### src/rtl/mem_port_arbiter_pkg.sv
// Shared definitions for the two-port memory arbiter.
// Contents:
//   WORD_BYTES / CNT_W : bytes per word access and the byte counter width
//   arb_state_t        : arbiter FSM states (IDLE, ACC, DONE)
//   owner_t            : which requester owns the current access
//   pick_winner        : two-way round-robin grant decision
package mem_port_arbiter_pkg;

   localparam int WORD_BYTES = 4;
   localparam int CNT_W      = 2;

   typedef enum logic [1:0] {
      ST_IDLE = 2'd0,
      ST_ACC  = 2'd1,
      ST_DONE = 2'd2
   } arb_state_t;

   typedef enum logic {
      OWN_IF = 1'b0,
      OWN_D  = 1'b1
   } owner_t;

   // On a tie the requester that was not served last time wins, so neither
   // side can be starved while both hold their requests.
   function automatic owner_t pick_winner(input logic if_req,
                                          input logic d_req,
                                          input owner_t last_owner);
      if (if_req && d_req) begin
         return (last_owner == OWN_IF) ? OWN_D : OWN_IF;
      end else if (d_req) begin
         return OWN_D;
      end else begin
         return OWN_IF;
      end
   endfunction

endpackage

### src/rtl/mem_port_arbiter_word_serializer.sv
// Splits one 32-bit word access into four little-endian byte cycles.
// Ports:
//   clk, rst           : clock, asynchronous active-high reset
//   start              : latch base/we/wdata and restart the byte counter
//   advance            : one byte cycle completes at this edge
//   we, base, wdata    : access parameters captured on start
//   mem_rdata          : byte read from the array at mem_adr
//   mem_adr, mem_wdata : byte address (wraps at ADDR_W) and byte to write
//   write              : captured write flag of the current access
//   last_byte          : the current byte cycle is the final one
//   word               : read word including the byte on the bus right now
module mem_port_arbiter_word_serializer
   import mem_port_arbiter_pkg::*;
#(
   parameter int ADDR_W = 16
) (
   input  logic                    clk,
   input  logic                    rst,
   input  logic                    start,
   input  logic                    advance,
   input  logic                    we,
   input  logic [ADDR_W-1:0]       base,
   input  logic [WORD_BYTES*8-1:0] wdata,
   input  logic [7:0]              mem_rdata,
   output logic [ADDR_W-1:0]       mem_adr,
   output logic [7:0]              mem_wdata,
   output logic                    write,
   output logic                    last_byte,
   output logic [WORD_BYTES*8-1:0] word
);

   logic [CNT_W-1:0]        byte_cnt;
   logic [ADDR_W-1:0]       base_q;
   logic [WORD_BYTES*8-1:0] wdata_q;
   logic                    write_q;
   logic [WORD_BYTES*8-1:0] capture_q;

   // Access parameters are frozen at start so the requester may change its
   // inputs freely once granted; read bytes land in lane byte_cnt.
   always_ff @(posedge clk or posedge rst) begin
      if (rst) begin
         byte_cnt  <= '0;
         base_q    <= '0;
         wdata_q   <= '0;
         write_q   <= 1'b0;
         capture_q <= '0;
      end else if (start) begin
         byte_cnt  <= '0;
         base_q    <= base;
         wdata_q   <= wdata;
         write_q   <= we;
         capture_q <= '0;
      end else if (advance) begin
         byte_cnt <= byte_cnt + 1'b1;
         if (!write_q) begin
            capture_q[8*byte_cnt +: 8] <= mem_rdata;
         end
      end
   end

   // The adder is ADDR_W wide so the sequence wraps past the top of memory.
   assign mem_adr   = base_q + ADDR_W'(byte_cnt);
   assign mem_wdata = wdata_q[8*byte_cnt +: 8];
   assign write     = write_q;
   assign last_byte = (byte_cnt == CNT_W'(WORD_BYTES - 1));

   // Merging the live byte lets the owner's output register take the full
   // word on the same edge that ends the last byte cycle.
   always_comb begin
      word = capture_q;
      word[8*byte_cnt +: 8] = mem_rdata;
   end

endmodule

### src/rtl/mem_port_arbiter.sv
// Arbitrates a byte-wide 64 KiB memory between instruction fetch (read
// only) and data load/store; each word access is four byte cycles.
// Ports:
//   clk, rst                        : clock, asynchronous active-high reset
//   if_req, if_adr                  : fetch request (level) and byte address
//   if_done, if_rdata               : fetch completion pulse and word
//   d_req, d_we, d_adr, d_wdata     : data request, store flag, address, data
//   d_done, d_rdata                 : data completion pulse and load word
//   mem_adr, mem_wdata, mem_we      : byte interface to the array
//   mem_rdata                       : asynchronous read byte from the array
//   busy                            : an access is in progress
module mem_port_arbiter
   import mem_port_arbiter_pkg::*;
#(
   parameter int ADDR_W = 16
) (
   input  logic              clk,
   input  logic              rst,
   input  logic              if_req,
   input  logic [31:0]       if_adr,
   output logic              if_done,
   output logic [31:0]       if_rdata,
   input  logic              d_req,
   input  logic              d_we,
   input  logic [31:0]       d_adr,
   input  logic [31:0]       d_wdata,
   output logic              d_done,
   output logic [31:0]       d_rdata,
   output logic [ADDR_W-1:0] mem_adr,
   output logic [7:0]        mem_wdata,
   output logic              mem_we,
   input  logic [7:0]        mem_rdata,
   output logic              busy
);

   arb_state_t        state_q;
   arb_state_t        state_d;
   owner_t            grant;
   owner_t            owner_q;
   owner_t            last_owner_q;
   logic              start;
   logic              advance;
   logic [ADDR_W-1:0] grant_adr;
   logic              grant_we;
   logic              ser_write;
   logic              last_byte;
   logic [31:0]       word;
   logic              unused_adr_hi;

   // Address bits above the array size are ignored.
   assign unused_adr_hi = ^{if_adr[31:ADDR_W], d_adr[31:ADDR_W]};

   // Grant candidate and its address/write flag, used only in IDLE.
   always_comb begin
      grant     = pick_winner(if_req, d_req, last_owner_q);
      grant_adr = (grant == OWN_D) ? d_adr[ADDR_W-1:0] : if_adr[ADDR_W-1:0];
      grant_we  = (grant == OWN_D) && d_we;
   end

   mem_port_arbiter_word_serializer #(
      .ADDR_W (ADDR_W)
   ) u_serializer (
      .clk       (clk),
      .rst       (rst),
      .start     (start),
      .advance   (advance),
      .we        (grant_we),
      .base      (grant_adr),
      .wdata     (d_wdata),
      .mem_rdata (mem_rdata),
      .mem_adr   (mem_adr),
      .mem_wdata (mem_wdata),
      .write     (ser_write),
      .last_byte (last_byte),
      .word      (word)
   );

   // State register plus the owner bookkeeping for round robin.
   always_ff @(posedge clk or posedge rst) begin
      if (rst) begin
         state_q      <= ST_IDLE;
         owner_q      <= OWN_IF;
         last_owner_q <= OWN_D;
      end else begin
         state_q <= state_d;
         if (start) begin
            owner_q <= grant;
         end
         if (state_q == ST_DONE) begin
            last_owner_q <= owner_q;
         end
      end
   end

   // Next-state logic; requests are only looked at while idle.
   always_comb begin
      state_d = state_q;
      start   = 1'b0;
      advance = 1'b0;
      case (state_q)
         ST_IDLE: begin
            if (if_req || d_req) begin
               start   = 1'b1;
               state_d = ST_ACC;
            end
         end
         ST_ACC: begin
            advance = 1'b1;
            if (last_byte) begin
               state_d = ST_DONE;
            end
         end
         ST_DONE: begin
            state_d = ST_IDLE;
         end
         default: begin
            state_d = ST_IDLE;
         end
      endcase
   end

   assign busy   = (state_q != ST_IDLE);
   assign mem_we = (state_q == ST_ACC) && ser_write;

   // Done pulses and result words are registered on the edge leaving the
   // last byte cycle, so they line up with the DONE state. Stores report 0.
   always_ff @(posedge clk or posedge rst) begin
      if (rst) begin
         if_done  <= 1'b0;
         d_done   <= 1'b0;
         if_rdata <= '0;
         d_rdata  <= '0;
      end else begin
         if_done <= 1'b0;
         d_done  <= 1'b0;
         if ((state_q == ST_ACC) && last_byte) begin
            if (owner_q == OWN_IF) begin
               if_done  <= 1'b1;
               if_rdata <= word;
            end else begin
               d_done  <= 1'b1;
               d_rdata <= ser_write ? 32'h0 : word;
            end
         end
      end
   end

endmodule

### config.mk
export PLATFORM = sky130hd
export DESIGN_NAME = mem_port_arbiter
export DESIGN_NICKNAME = d
export VERILOG_FILES = /design/src/rtl/mem_port_arbiter_pkg.sv /design/src/rtl/mem_port_arbiter_word_serializer.sv /design/src/rtl/mem_port_arbiter.sv
export SDC_FILE = /design/constraint.sdc
export NUM_CORES = 1
export LEC_CHECK = 0
export BUFFER_PORTS_ARGS = -buffer_cell sky130_fd_sc_hd__buf_2
export CORE_MARGIN = 2
export CORE_UTILIZATION = 48
export DETAILED_ROUTE_END_ITERATION = 7
export PLACE_DENSITY_LB_ADDON = 0.15
export SYNTH_ARGS = -nofsm -noshare
export SYNTH_HDL_FRONTEND = slang
export SYNTH_HIERARCHICAL = 1
export SYNTH_SLANG_ARGS = --single-unit
### constraint.sdc
create_clock -name clk -period 2.5 [get_ports clk]
set_input_delay 0.25 -clock clk [delete_from_list [all_inputs] [get_ports clk]]
set_output_delay 0.25 -clock clk [all_outputs]
set_load 0.005 [all_outputs]
==> results, run 1 <==
- The most critical setup path has its startpoint at u_serializer/byte_cnt[0].
- The detailed router finished its first iteration with 231 violations.
- The via count of the first global-routing pass is approximately 5300.
- In this run the tightest slew margin relative to its limit is 0.5418.
- The minimum period implied by the final worst setup slack is between 2 and 2.5 ns.
- The capture point of the critical path is mem_adr[8].
- Derived from the worst setup path, the maximum achievable clock frequency is 0.4113 GHz.
- The count of final setup violators is 0.
- The total of buffers placed on input and output ports is 168.
- On the worst path, the slowest cell contributes a delay of 0.40 ns.
- The number of sinks driven by the clock tree is 153.
- The maximum fanout along the worst path is 5.
- After layout, the design draws a total of 10.85 mW.
- The max-slew violation total from the final report is 0.
- For this run, the register share of the synthesized area comes to 0.5061.
- At the worst endpoint, the required time is 2.25 ns.
- The number of cell instances on the worst register-to-register path is 8.
- The share of the clock period used by the worst path is 0.9726.
- The number of routed nets with antenna violations is 0.
- Max-cap violations in this run came to 0.
- Counting both buffers and inverters, the worst setup path holds a total of 2.
- The global routing usage summed across all routing layers is 0.2049.
- The area enclosed by the die boundary is 16790 sq um.
- The region available for standard cell placement spans roughly 15000 sq um.
- The detailed-router iteration count before antenna repair is 5.
- The routed via count is 4964.
- The initial antenna violation count is 0.
- The critical path depth in cells is 7.
- For the pin with the worst max-slew slack, the measured transition is between 0.6 and 0.7 ns.
- Synthesis handed over a netlist of 560 instances.
- Traced cell by cell, the critical path runs through ha_2, inv_2, fa_2, nor3b_4, nand3_1, xnor2_1, buf_2.
- VDD sags by at most 0.0007960 V.
- The commonest register cell after synthesis is sky130_fd_sc_hd__dfrtp_1.
- The utilization of the core after routing is 0.5978.
- The data arrival at the endpoint of the critical path is approximately 2.2 ns.
- The clock transition at the register clock pins on the worst setup and hold paths after CTS is roughly 0.06 ns.
- The relative area change from synthesis to final layout is 20.98%.
- The number of nets produced by synthesis is 678.
- The slowest stage cell on the critical path is sky130_fd_sc_hd__dfrtp_1.
- The combined area of all synthesized cells is 7567 sq um.
- The number of antenna diodes is 0.
- The switching component of the power is 3.484 mW.
- The number of vias per cell after detailed routing is around 5.2.
- Counting flops with an async set or reset pin after synthesis yields a share of 1.000.
- The die is around 130 microns wide.
- Routability-driven placement finished with a final weighted congestion of 0.7748.
- STA classifies the critical path endpoint as an output port.
- The cell-internal power is 7.367 mW.
- Yosys printed 6 warnings.
- After the last flow step, the layout net total stands at 841.
- The element type at the critical path start is a flop.
- In this run the critical register-to-register path is captured at d_rdata[7].
- The floorplan has 45 rows.
- The register-to-register setup slack is 0.16 ns.
- Of the total power, registers draw 0.367.
- The worst reg2reg path startpoint is u_serializer/byte_cnt[0].
- TritonCTS built the clock tree.
- Of the total power, the share spent switching nets is 0.3211.
- Setup repair after global routing could not meet its margin everywhere.
- The power density over the cells is 1185 nW/um^2.
- The portion of total power attributed to combinational logic is 0.387.
- The later pin in the worst-skew pair is clocked with a latency of 0.42 ns.
- In this run the mean area of a mapped cell was 13.51 sq um.
- The total wirelength of the detailed-routed design is 16220 microns.
- The analysis attributes to cell leakage a power of 4.434 nW.
- The global-route wire length before repair is 26830 microns.
- The flow ran to the end, and the final reports show no timing, DRC or antenna violations.
- The clock buffer count from CTS is 17.
- The largest clock skew in the final design is 0.01481 ns.
- In this run, synthesis produced a sequential element count of 153.
- The final count of hold timing violations is 0.
- The longest clock path from root to sink contains 2 buffers.
- The half-perimeter wire length of the detailed placement result is 11120 microns.
- Entering global routing, the biggest net connects ~70 pins.
- For this design the top-level I/O count stands at 201.
- Dividing the detail-routed wire length by the instance count gives roughly 17 microns.
- The count of flip-flops with a built-in enable after synthesis is 0.
- The category of the critical setup timing path is reg2out.
- The number of H-tree branching levels is 4.
- The worst hold path belongs to the class in2reg.
- Measured along the y axis, the die boundary spans between 100 and 150 microns.
- The tree is rooted in a sky130_fd_sc_hd__clkbuf_16.
- For this configuration, the core starts out at a cell density of 0.4941.
- The share of total power in the clock network is 0.247.
- The kind of cell with the highest combined delay along the critical path is adder cells.
- In the final layout, the share of cells above drive strength 1 is 0.4986.
- The total congestion overflow is 0.
- The residual DRC count is 0.
- The number of distinct library cell variants in the gate-level netlist after synthesis is 43.
-- cells in the mapped netlist, types with 2 or more instances --
library cell,count,area share
sky130_fd_sc_hd__buf_4,12,0.012
sky130_fd_sc_hd__buf_6,7,0.010
sky130_fd_sc_hd__buf_12,3,0.0079
sky130_fd_sc_hd__xnor2_1,12,0.014
sky130_fd_sc_hd__xor2_1,3,0.0035
sky130_fd_sc_hd__nand4_1,3,0.0025
sky130_fd_sc_hd__mux4_2,8,0.024
sky130_fd_sc_hd__and2_1,3,0.0025
sky130_fd_sc_hd__and4_1,3,0.0035
sky130_fd_sc_hd__and4b_1,2,0.0026
sky130_fd_sc_hd__a22o_1,17,0.020
sky130_fd_sc_hd__o21ai_0,25,0.017
sky130_fd_sc_hd__nor3b_2,2,0.0033
sky130_fd_sc_hd__ha_1,8,0.013
sky130_fd_sc_hd__nand3_1,5,0.0033
sky130_fd_sc_hd__clkbuf_1,4,0.0020
sky130_fd_sc_hd__nor2_1,8,0.0040
sky130_fd_sc_hd__a32o_1,24,0.032
sky130_fd_sc_hd__buf_2,11,0.0073
sky130_fd_sc_hd__nor2b_1,33,0.027
sky130_fd_sc_hd__mux2_1,6,0.0089
sky130_fd_sc_hd__mux2_4,58,0.12
sky130_fd_sc_hd__inv_1,33,0.016
sky130_fd_sc_hd__buf_8,3,0.0060
sky130_fd_sc_hd__a21oi_1,5,0.0033
sky130_fd_sc_hd__nor2b_4,2,0.0036
sky130_fd_sc_hd__nand2_1,29,0.014
sky130_fd_sc_hd__dfrtp_1,152,0.50
sky130_fd_sc_hd__mux2_2,65,0.097
-- logic make-up after synthesis --
kind of cell	after synthesis	synth area share
buf+inv	74	0.06250
compound gates	73	0.07474
xor+xnor	15	0.01736
flops	153	0.5061
fa+ha+maj	9	0.01587
simple gates	98	0.07755
mux	138	0.2459
-- routing by layer --
metal | wire [microns] | up-vias | global-route usage
met5 | 0 | - | 0
met2 | 8027 | 164 | 0.3298
li1 | - | 2307 | -
met1 | 7016 | 2486 | 0.2695
met3 | 1084 | 7 | 0.06524
met4 | 94 | 0 | 0.05503
-- metrics by stage --
| stage | setup TNS (ns) | setup WS [ns] | cells | hold WS (ns) | area, sq um |
|---|---|---|---|---|---|
| 3_5_place_dp | 0 | 0.1628 | 912 | 0.2349 | 8488 |
| 5_1_grt | -0.1760 | -0.06056 | 947 | 0.04753 | 9155 |
| 4_1_cts | 0 | 0.02307 | 946 | 0.05027 | 9138 |
| 6_report | 0 | 0.06850 | 947 | 0.06482 | 9155 |
| 3_3_place_gp | 0 | 0.2391 | 912 | 0.2272 | 8488 |
| 2_1_floorplan | 0 | 0.1132 | 560 | 0.4016 | 7567 |
-- repair_timing --
item / in CTS / in global routing
resized for setup: 3 / 5
hold buffers: 1 / 0
setup endpoints to repair: 5 / 16
hold endpoints to repair: 86 / 0
pin swaps: 1 / 5
gates cloned: 0 / 0
buffers inserted: 1 / 1
-- flip-flops by register name, indices dropped and copies added (netlist names) --
| register | count |
|---|---|
| last_owner_q | 1 |
| if_rdata | 32 |
| u_serializer/byte_cnt | 2 |
| u_serializer/base_q | 16 |
| u_serializer/write | 1 |
| d_done | 1 |
| state_q | 2 |
| if_done | 1 |
| d_rdata | 32 |
| u_serializer/wdata_q | 32 |
| owner_q | 1 |
| u_serializer/capture_q | 32 |
-- how the worst min path moves through the flow --
| stage | to | cells after the start | start | slack, ns |
|---|---|---|---|---|
| floorplan | u_serializer/wdata_q[0] | 1 | d_wdata[0] | 0.40 |
| global placement | u_serializer/byte_cnt[1] | 2 | rst | 0.23 |
| detailed placement | u_serializer/capture_q[18] | 2 | rst | 0.23 |
| CTS | u_serializer/wdata_q[14] | 2 | d_wdata[14] | 0.05 |
| global route | u_serializer/wdata_q[21] | 2 | d_wdata[21] | 0.05 |
| finish | u_serializer/wdata_q[14] | 2 | d_wdata[14] | 0.06 |
-- layout by cell type (no fill, tap or decap), types with 2 or more instances in the layout --
| master | instances |
|---|---|
| sky130_fd_sc_hd__clkbuf_16 | 17 |
| sky130_fd_sc_hd__nor2_1 | 7 |
| sky130_fd_sc_hd__clkinv_2 | 4 |
| sky130_fd_sc_hd__and4_1 | 2 |
| sky130_fd_sc_hd__buf_4 | 12 |
| sky130_fd_sc_hd__clkbuf_8 | 4 |
| sky130_fd_sc_hd__nand4_1 | 3 |
| sky130_fd_sc_hd__xor2_1 | 3 |
| sky130_fd_sc_hd__and2_1 | 3 |
| sky130_fd_sc_hd__nor2b_1 | 33 |
| sky130_fd_sc_hd__dfrtp_1 | 151 |
| sky130_fd_sc_hd__nand3_1 | 5 |
| sky130_fd_sc_hd__inv_6 | 2 |
| sky130_fd_sc_hd__a21oi_1 | 5 |
| sky130_fd_sc_hd__nand2_1 | 29 |
| sky130_fd_sc_hd__xnor2_1 | 12 |
| sky130_fd_sc_hd__mux2_2 | 65 |
| sky130_fd_sc_hd__and4b_2 | 2 |
| sky130_fd_sc_hd__a22o_1 | 17 |
| sky130_fd_sc_hd__inv_2 | 2 |
| sky130_fd_sc_hd__buf_12 | 4 |
| sky130_fd_sc_hd__mux2_1 | 6 |
| sky130_fd_sc_hd__ha_1 | 7 |
| sky130_fd_sc_hd__mux2_4 | 58 |
| sky130_fd_sc_hd__a32o_1 | 24 |
| sky130_fd_sc_hd__bufinv_16 | 3 |
| sky130_fd_sc_hd__mux4_2 | 8 |
| sky130_fd_sc_hd__clkinvlp_4 | 2 |
| sky130_fd_sc_hd__nor2b_4 | 2 |
| sky130_fd_sc_hd__nor2_4 | 2 |
| sky130_fd_sc_hd__buf_2 | 168 |
| sky130_fd_sc_hd__o21ai_0 | 25 |
| sky130_fd_sc_hd__inv_1 | 30 |
-- area by class of cell --
cell class	count	area, sq um
multi-input cells	333	3292
inverters	33	125.1
repair buffers	185	1021
fillers	1271	6160
well taps	211	264.0
clock inverters	10	137.6
flip-flops and latches	153	3831
clock buffers	22	484.2
-- power groups by stage --
stage | logic, mW | registers (mW) | clock network (mW)
4_1_cts | 4.25 | 3.99 | 2.74
6_report | 4.20 | 3.98 | 2.68
2_1_floorplan | 2.96 | 3.92 | 0
3_5_place_dp | 4.20 | 4.02 | 0
5_1_grt | 4.64 | 4.11 | 2.85
3_3_place_gp | 4.10 | 3.95 | 0
Power figures use the tool's default switching activity.
==> run 2, diff against run 1 <==
- ABC_AREA: default -> 1
- SETUP_SLACK_MARGIN: default -> 0.15
==> results, run 2 <==
- Of all nets on the critical path, the largest fanout is 3.
- For this run, the share of the core covered by cells in the final layout is 0.6083.
- The TritonCTS clock tree is yes.
- In the final layout, the multi-input gates occupy roughly 3200 sq um.
- The library cell with the largest summed area after synthesis is sky130_fd_sc_hd__dfrtp_1.
- At the pin with the least slew margin, the transition time is 0.8385 ns.
- Across every metal layer, demand over resource in global routing totals 0.2423.
- The clock passes through at most 2 buffers.
- The placer's final routability congestion estimate is 0.8514.
- Leaving out fill and tap cells, the most frequent cell in the layout is sky130_fd_sc_hd__nand2_1.
- The Yosys step of the flow raised 6 warnings.
- The total wirelength of the detailed-routed design is 19090 microns.
- The post-synthesis async set-or-reset flop share is 1.000.
- The worst hold path passes through 3 cells.
- The worst path meets setup with 0.1998 ns of slack.
- Adding up every negative setup slack in the final design gives 0 ns.
- For this run, the leading register cell type out of synthesis is sky130_fd_sc_hd__dfrtp_1.
- The smallest hold slack is roughly 0.022 ns.
- The iteration-0 DRC count of the detailed router is approximately 450.
- Summed over all nets, the half-perimeter wirelength after detailed placement is 13020 microns.
- The number of sinks driven by the clock tree is 153.
- The min-delay analysis places its worst path in the category in2reg.
- The cell count after synthesis came out at 1010.
- After detailed routing, the average wire length per cell comes to roughly 14 microns.
- The max-slew violation total from the final report is 0.
- The element type at the critical path start is a flop.
- For this run, the register share of the synthesized area comes to 0.5073.
- The uppermost signal routing layer after detailed routing is met4.
- In the detailed route, the total length drawn on met2 is approximately 9100 microns.
- Among all stages on the critical path, the largest delay is contributed by sky130_fd_sc_hd__fa_2.
- The finished cells cover just over 9000 sq um.
- The critical path in this run is classified as reg2out.
- Relative to the synthesized area, the layout overhead comes to 22.94%.
- Across all layers, the routed design uses 6903 vias.
- The tool flagged a number of max-cap violations equal to 0.
- The area share of the largest cell type after synthesis is 0.5038.
- The area share of xor/xnor cells in the synthesized design is 0.008121.
- The post-synthesis sequential element count is 153.
- The via count of the first global-routing pass is 6656.
- Headroom to the max-slew limit came out at 0.4398.
- The detailed-router iteration count before antenna repair is 7.
- The top-level I/O count is ~200.
- The total cell area at the placement stage is 8567 sq um.
- Setup violations remaining at the end of the flow were counted as 0.
- The number of antenna diodes is 0.
- The starting utilization of the core area is 0.4948.
- In this run the static leakage power is ~5.2 nW.
- In the final layout, the share of cells above drive strength 1 is 0.2052.
- Yosys mapped the design onto 27 distinct sky130hd cell types.
- Clock skew on the completed layout was measured at approximately 0.0077 ns.
- After synthesis, the largest family of logic cells by area is simple AND/OR/NAND/NOR gates.
- The required time of the critical path is 2.25 ns.
- The number of placed instances, taps included is 1361.
- Counting instances in the post-synthesis netlist gives the leading cell types as 518 x sky130_fd_sc_hd__nand2_1, 152 x sky130_fd_sc_hd__dfrtp_1, 69 x sky130_fd_sc_hd__nor2_1.
- The count of flip-flops with a built-in enable after synthesis is 0.
- For the worst-skew pair, the clock arrives at the later sink with an insertion delay of 0.43 ns.
- For this run, design rule violations remaining after detail routing come to 0.
- Counting I/O delays and the setup requirement, the final critical path takes 2.300 ns.
- The pin count of the biggest net entering global routing is 60.
- Grouping stages by cell kind, the critical path spends the most delay in adder cells.
- The die is 129.4 microns tall.
- The fmax is between 0.4 and 0.5 GHz.
- The number of nets at the end of the flow is 1289.
- Power spread over the standard cell area amounts to 1280 nW/um^2.
- Leaving out fill and tap cells, the most frequent cells in the layout are 517 x sky130_fd_sc_hd__nand2_1, 168 x sky130_fd_sc_hd__buf_2, 152 x sky130_fd_sc_hd__dfrtp_1.
- The first global-routing pass estimated 32170 microns of wire.
- Among all cell types in the netlist, the one instantiated most often is sky130_fd_sc_hd__nand2_1.
- The post-synthesis simple-gate area fraction is 0.3527.
- The total area inside the core boundary comes to 15260 sq um.
- Buffers inserted during clock tree synthesis total 17.
- The number of cell instances on the worst register-to-register path is 11.
- The complex-gate fraction of the synthesized area is 0.04524.
- The detailed router put a total of 8578 microns of wire on met1.
- The run finished with clean final reports.
- Dividing the synthesized area by the synthesized cell count gives about 7.5 sq um.
- The signal on the critical path passes through ha_1, inv_1, fa_2, inv_2, nand2_1, nor2_2, xor2_1, buf_2.
- The total of buffers placed on input and output ports is 168.
- The clock transition at the register clock pins on the worst setup and hold paths after CTS is 0.06 ns.
- The initial antenna violation count is 0.
- The buffering stage count on the worst path with inverters included is 3.
- The setup slack at placement is 0.3597 ns.
- In the routed layout, each cell is associated on average with a via count of 4.948.
- The final count of hold timing violations is 0.
- Wire segments on met3 add up to 1038 microns in the final route.
- The area enclosed by the die boundary is 16750 sq um.
- The tree is rooted in a sky130_fd_sc_hd__clkbuf_16.
- After layout, the design draws a total of approximately 12 mW.
- The endpoint kind of the worst setup timing path is an output port.
- The share of the clock period used by the worst path is 0.9201.
- Setup repair after global routing could not meet its margin everywhere.
- The combined area of all synthesized cells is 7550 sq um.
- The total number of placement rows is 45.
- Yosys attributes the largest share of cell area to sky130_fd_sc_hd__dfrtp_1 50%, sky130_fd_sc_hd__nand2_1 26%, sky130_fd_sc_hd__nand4_1 3.9%, sky130_fd_sc_hd__o21ai_0 3.8%, sky130_fd_sc_hd__nor2_1 3.4%.
- The critical path depth in cells is 8.
- The share of synthesized area spent on multiplexers is 0.
- The largest vdd supply drop is between 0.0005 and 0.0006 V.
- The number of routed nets with antenna violations is 0.
- The total congestion overflow is 0.
- Of the total synthesized cell area, the portion taken by full adders, half adders and majority gates is 0.01591.
- The number of nets produced by synthesis is 1128.
- At the worst endpoint, the arrival time is ~2.1 ns.
- The H-tree was split into 4 levels.
- On the worst path, the slowest cell contributes a delay of approximately 0.37 ns.
- The die is 129.4 microns wide.
- Counting the fill cells in the layout gives 1470.
- The final cell count without fillers is 1395.
- The footprint of the flip-flops and latches is 3830 sq um.
## run 2: report_power, final
group          total [mW]  internal (mW)  leakage (nW)  switching (mW)
Sequential           4.17           3.55          1.99           0.627
Combinational        4.71           1.69          2.85            3.03
Clock                3.00           1.97         0.327            1.03
## run 2: worst paths after layout
path / from / end / slack (ns)
worst max-delay path: u_serializer/byte_cnt[0] / mem_adr[6] / 0.20
worst min-delay path: d_wdata[13] / u_serializer/wdata_q[13] / 0.02
worst max register to register: u_serializer/byte_cnt[0] / d_rdata[27] / 0.33
worst min register to register: u_serializer/wdata_q[10] / u_serializer/wdata_q[10] / 0.47
max in group asynchronous: rst / u_serializer/base_q[1] / 1.25
min in group asynchronous: rst / if_rdata[19] / 0.35
## run 2: area by class of cell
type	instances	share of cell area
well taps	211	0.02844
clock buffers	19	0.04664
clock inverters	13	0.02683
repair buffers	191	0.1122
inverters	66	0.02764
flip-flops and latches	153	0.4126
multi-input cells	742	0.3456
## run 2: cells by family (layout without fill, tap and decap cells)
| family | after synthesis | count (layout) |
|---|---|---|
| and+or+nand+nor | 660 | 660 |
| DFF | 153 | 153 |
| buffers and inverters | 115 | 289 |
| AOI/OAI and AO/OA | 66 | 66 |
| adders and majority gates | 9 | 9 |
| xor gates and xnor gates | 7 | 7 |
## run 2: repair_timing
action,in CTS,in global routing
hold endpoints to repair,10,0
hold buffers,1,0
buffers inserted,1,0
pin swaps,1,1
resized for setup,3,17
setup endpoints to repair,5,20
## run 2: per-layer routing
| layer | vias up | GRT usage |
|---|---|---|
| met5 | - | 0 |
| met4 | 0 | 0.07780 |
| met3 | 24 | 0.04666 |
| met2 | 214 | 0.3994 |
| met1 | 3193 | 0.3257 |
| li1 | 3472 | - |
## run 2: worst register-to-register path, cell delays in order, from the launching register on
cell                       delay (ns)
sky130_fd_sc_hd__dfrtp_1         0.36
sky130_fd_sc_hd__buf_4           0.13
sky130_fd_sc_hd__clkinv_1        0.10
sky130_fd_sc_hd__buf_4           0.18
sky130_fd_sc_hd__ha_1            0.34
sky130_fd_sc_hd__inv_6           0.18
sky130_fd_sc_hd__nand3_1         0.12
sky130_fd_sc_hd__o21ai_0         0.39
sky130_fd_sc_hd__inv_1           0.10
sky130_fd_sc_hd__nor2_1          0.10
sky130_fd_sc_hd__nand2_1         0.06
sky130_fd_sc_hd__nand2_1         0.06
==> run 3, diff against run 2 <==
- CORE_UTILIZATION: 48 -> 45
- PLACE_DENSITY: default -> 0.71
- PLACE_DENSITY_LB_ADDON: 0.15 -> default
==> results, run 3 (synthesis gave the netlist of run 2 again) <==
- The required time of the critical path is 2.25 ns.
- At the end of routability-driven placement, the weighted congestion stood at between 0.8 and 0.9.
- Setup repair after global routing could not meet its margin everywhere.
- The element type at the critical path start is a flop.
- The maximum fanout along the worst path is 3.
- Global routing finished with a remaining overflow of 0.
- No sink is reached through more buffers than the 2 on the longest clock path.
- The insertion delay of the later-clocked pin in the worst-skew pair is approximately 0.42 ns.
- The most common cell type on the critical path is sky130_fd_sc_hd__inv_2.
- The die height is 133.5 microns.
- The residual DRC count is 0.
- In the global route stage, overall resource usage came out at 0.2244.
- The fmax is roughly 0.44 GHz.
- Data on the critical path arrives at its endpoint at 2.04 ns.
- Max-cap violations in this run came to 0.
- The hold-critical path depth is 3.
- At the pin with the least slew margin, the transition time is 0.8379 ns.
- The register share of total power is 0.353.
- The most common cell after layout, fill and taps aside is sky130_fd_sc_hd__nand2_1.
- The root buffer selected by CTS is sky130_fd_sc_hd__clkbuf_16.
- The via count of the first global-routing pass is 6377.
- The register-to-register setup slack is 0.26 ns.
- The clock buffer count from CTS is 17.
- Among all stages on the critical path, the largest delay is contributed by sky130_fd_sc_hd__fa_2.
- The total wirelength of the detailed-routed design is about 19000 microns.
- The switching component of the power is 4.764 mW.
- The total number of placement rows is 47.
- The worst max-slew margin expressed relative to the limit is 0.4403.
- In this run the critical register-to-register path is launched from u_serializer/byte_cnt[0].
- The number of vias per cell after detailed routing is slightly below 5.
- The pin count of the biggest net entering global routing is 60.
- The half-perimeter wire length of the detailed placement result is 13530 microns.
- The area enclosed by the die boundary is 17830 sq um.
- The multi-input logic area is 3231 sq um.
- 0 antenna diodes ended up in the layout.
- The share of total power dissipated in the clock network is 0.242.
- The clock net in this run drives a total of 153 sinks.
- The filler cells instantiated in the layout total 1583.
- TritonCTS built the clock tree.
- The first global-routing pass estimated 32120 microns of wire.
- The smallest hold slack is just over 0.02 ns.
- The maximum single-stage delay on the critical path is a little over 0.4 ns.
- The floorplan step set the die width to 133.5 microns.
- The routed via count is ~6900.
- Cell internal power was estimated by the tool at 7.103 mW.
- The category of the critical setup timing path is reg2out.
- The path with the worst hold slack has its endpoint at u_serializer/wdata_q[1].
- In the final routed layout, each cell accounts on average for 13.60 microns.
- Leaving out fill and tap cells, the most frequent cells in the layout are 515 x sky130_fd_sc_hd__nand2_1, 168 x sky130_fd_sc_hd__buf_2, 152 x sky130_fd_sc_hd__dfrtp_1.
- The launch instance of the worst min-delay path is d_wdata[1].
- The class of the tightest hold or removal check is in2reg.
- The max-slew violation total from the final report is 0.
- The H-tree generated during clock tree synthesis spans 4 levels.
- The number of routed nets with antenna violations is 0.
- The number of nets at the end of the flow is 1299.
- The initial antenna violation count came to 1.
- VDD sags by at most ~0.00064 V.
- The detailed-router iteration count before antenna repair is 6.
- The final cell count without fillers is 1414.
- The count of final setup violators is 0.
- The largest clock skew in the final design is 0.007806 ns.
- The area of the core is 16470 sq um.
- The final count of hold timing violations is 0.
- The share of the clock period used by the worst path is 0.9142.
- Clock-pin slew was measured on the worst setup and hold paths at 0.06 ns.
- The end of the worst register-to-register path is d_rdata[14].
- The leakage power of the design is 5.214 nW.
- The total chip power is 11.87 mW.
- Of the cells placed in the final design, the portion with a size suffix greater than 1 is 0.2178.
- The minimum period implied by the final worst setup slack is 2.285 ns.
- In this run the power density over the cells is 1265 nW/um^2.
- Including well taps, the total number of placed cells is approximately 1400.
- The total of buffers placed on input and output ports is 168.
- In the final layout, flip-flops and latches occupy 3830 sq um.
- The run finished with clean final reports.
- The initial utilization of the core area, before any placement, comes to 0.4585.
- Of the total power, combinational logic draws 0.405.
- The endpoint kind of the worst setup timing path is an output port.
- In this run the count of I/O pins placed on the die edge is 201.
- Traced cell by cell, the critical path runs through ha_2, inv_2, fa_2, inv_2, nand2_2, nor2_4, xor2_1, buf_2.
- Compared with the post-synthesis result, the final layout area differs by 24.28%.
- After the first detailed-routing iteration, the DRC count stood at about 350.
- Measured in cells, the most critical reg-to-reg path has a length of 11.
- The fraction of power spent switching nets is 0.4015.
- Adding up every negative setup slack in the final design gives 0 ns.
-- run 3: cell count changes in the layout (fill, tap and decap cells not counted), sizes merged --
cell | previous run | this run
inv | 63 | 67
buf | 190 | 200
bufinv | 7 | 5
clkinv | 6 | 4
-- run 3: cell type report --
type,count,share of cell area
clock buffers,19,0.04721
multi-input cells,742,0.3443
clock inverters,13,0.02280
inverters,66,0.02747
well taps,220,0.02934
flip-flops and latches,153,0.4082
repair buffers,201,0.1207
-- run 3: critical path, delay by kind of cell (launching register included) --
kind	cells	cell delay, ns
flip-flops	1	0.36
AND/OR/NAND/NOR	2	0.19
XOR/XNOR	1	0.18
adder cells (fa/ha/maj)	2	0.61
buffers and inverters	3	0.28
-- run 3: how the worst max path moves through the flow --
stage	start	to	slack (ns)	depth (start not counted)
3_5_place_dp	u_serializer/byte_cnt[1]	d_rdata[14]	0.33	10
2_1_floorplan	u_serializer/byte_cnt[1]	mem_adr[14]	0.45	8
6_report	u_serializer/byte_cnt[0]	mem_adr[6]	0.21	8
3_3_place_gp	u_serializer/byte_cnt[1]	d_rdata[23]	0.37	10
4_1_cts	u_serializer/byte_cnt[0]	mem_adr[6]	0.17	8
5_1_grt	u_serializer/byte_cnt[0]	d_rdata[10]	0.08	11
-- run 3: power groups by stage --
stage	combinational (mW)	sequential (mW)	clock, mW
floorplan	3.08	4.16	0
global placement	4.65	4.19	0
detailed placement	4.74	4.22	0
CTS	4.79	4.19	2.91
global route	5.48	4.33	3.03
finish	4.81	4.19	2.87
-- run 3: per-stage QoR --
| step | setup slack, ns | area [sq um] | utilization |
|---|---|---|---|
| after global routing | 0.07713 | 9383 | 0.5698 |
| after CTS | 0.1746 | 9321 | 0.5661 |
| final | 0.2145 | 9383 | 0.5698 |
| after floorplan | 0.4550 | 7553 | - |
| after detailed placement | 0.3256 | 8636 | 0.5245 |
| after global placement | 0.3731 | 8636 | 0.5245 |
-- run 3: repair_timing --
item,4_1_cts,5_1_grt
endpoints found under the hold margin,18,0
gates cloned,0,0
hold buffers,1,0
pin swaps,0,5
buffers inserted,1,4
resized for setup,5,20
setup endpoints to repair,7,25
-- run 3: routing by layer --
layer	GRT usage	routed length (microns)
met2	0.3603	9002
met3	0.04718	1162
met5	0	13
met1	0.3124	8828
met4	0.05674	223
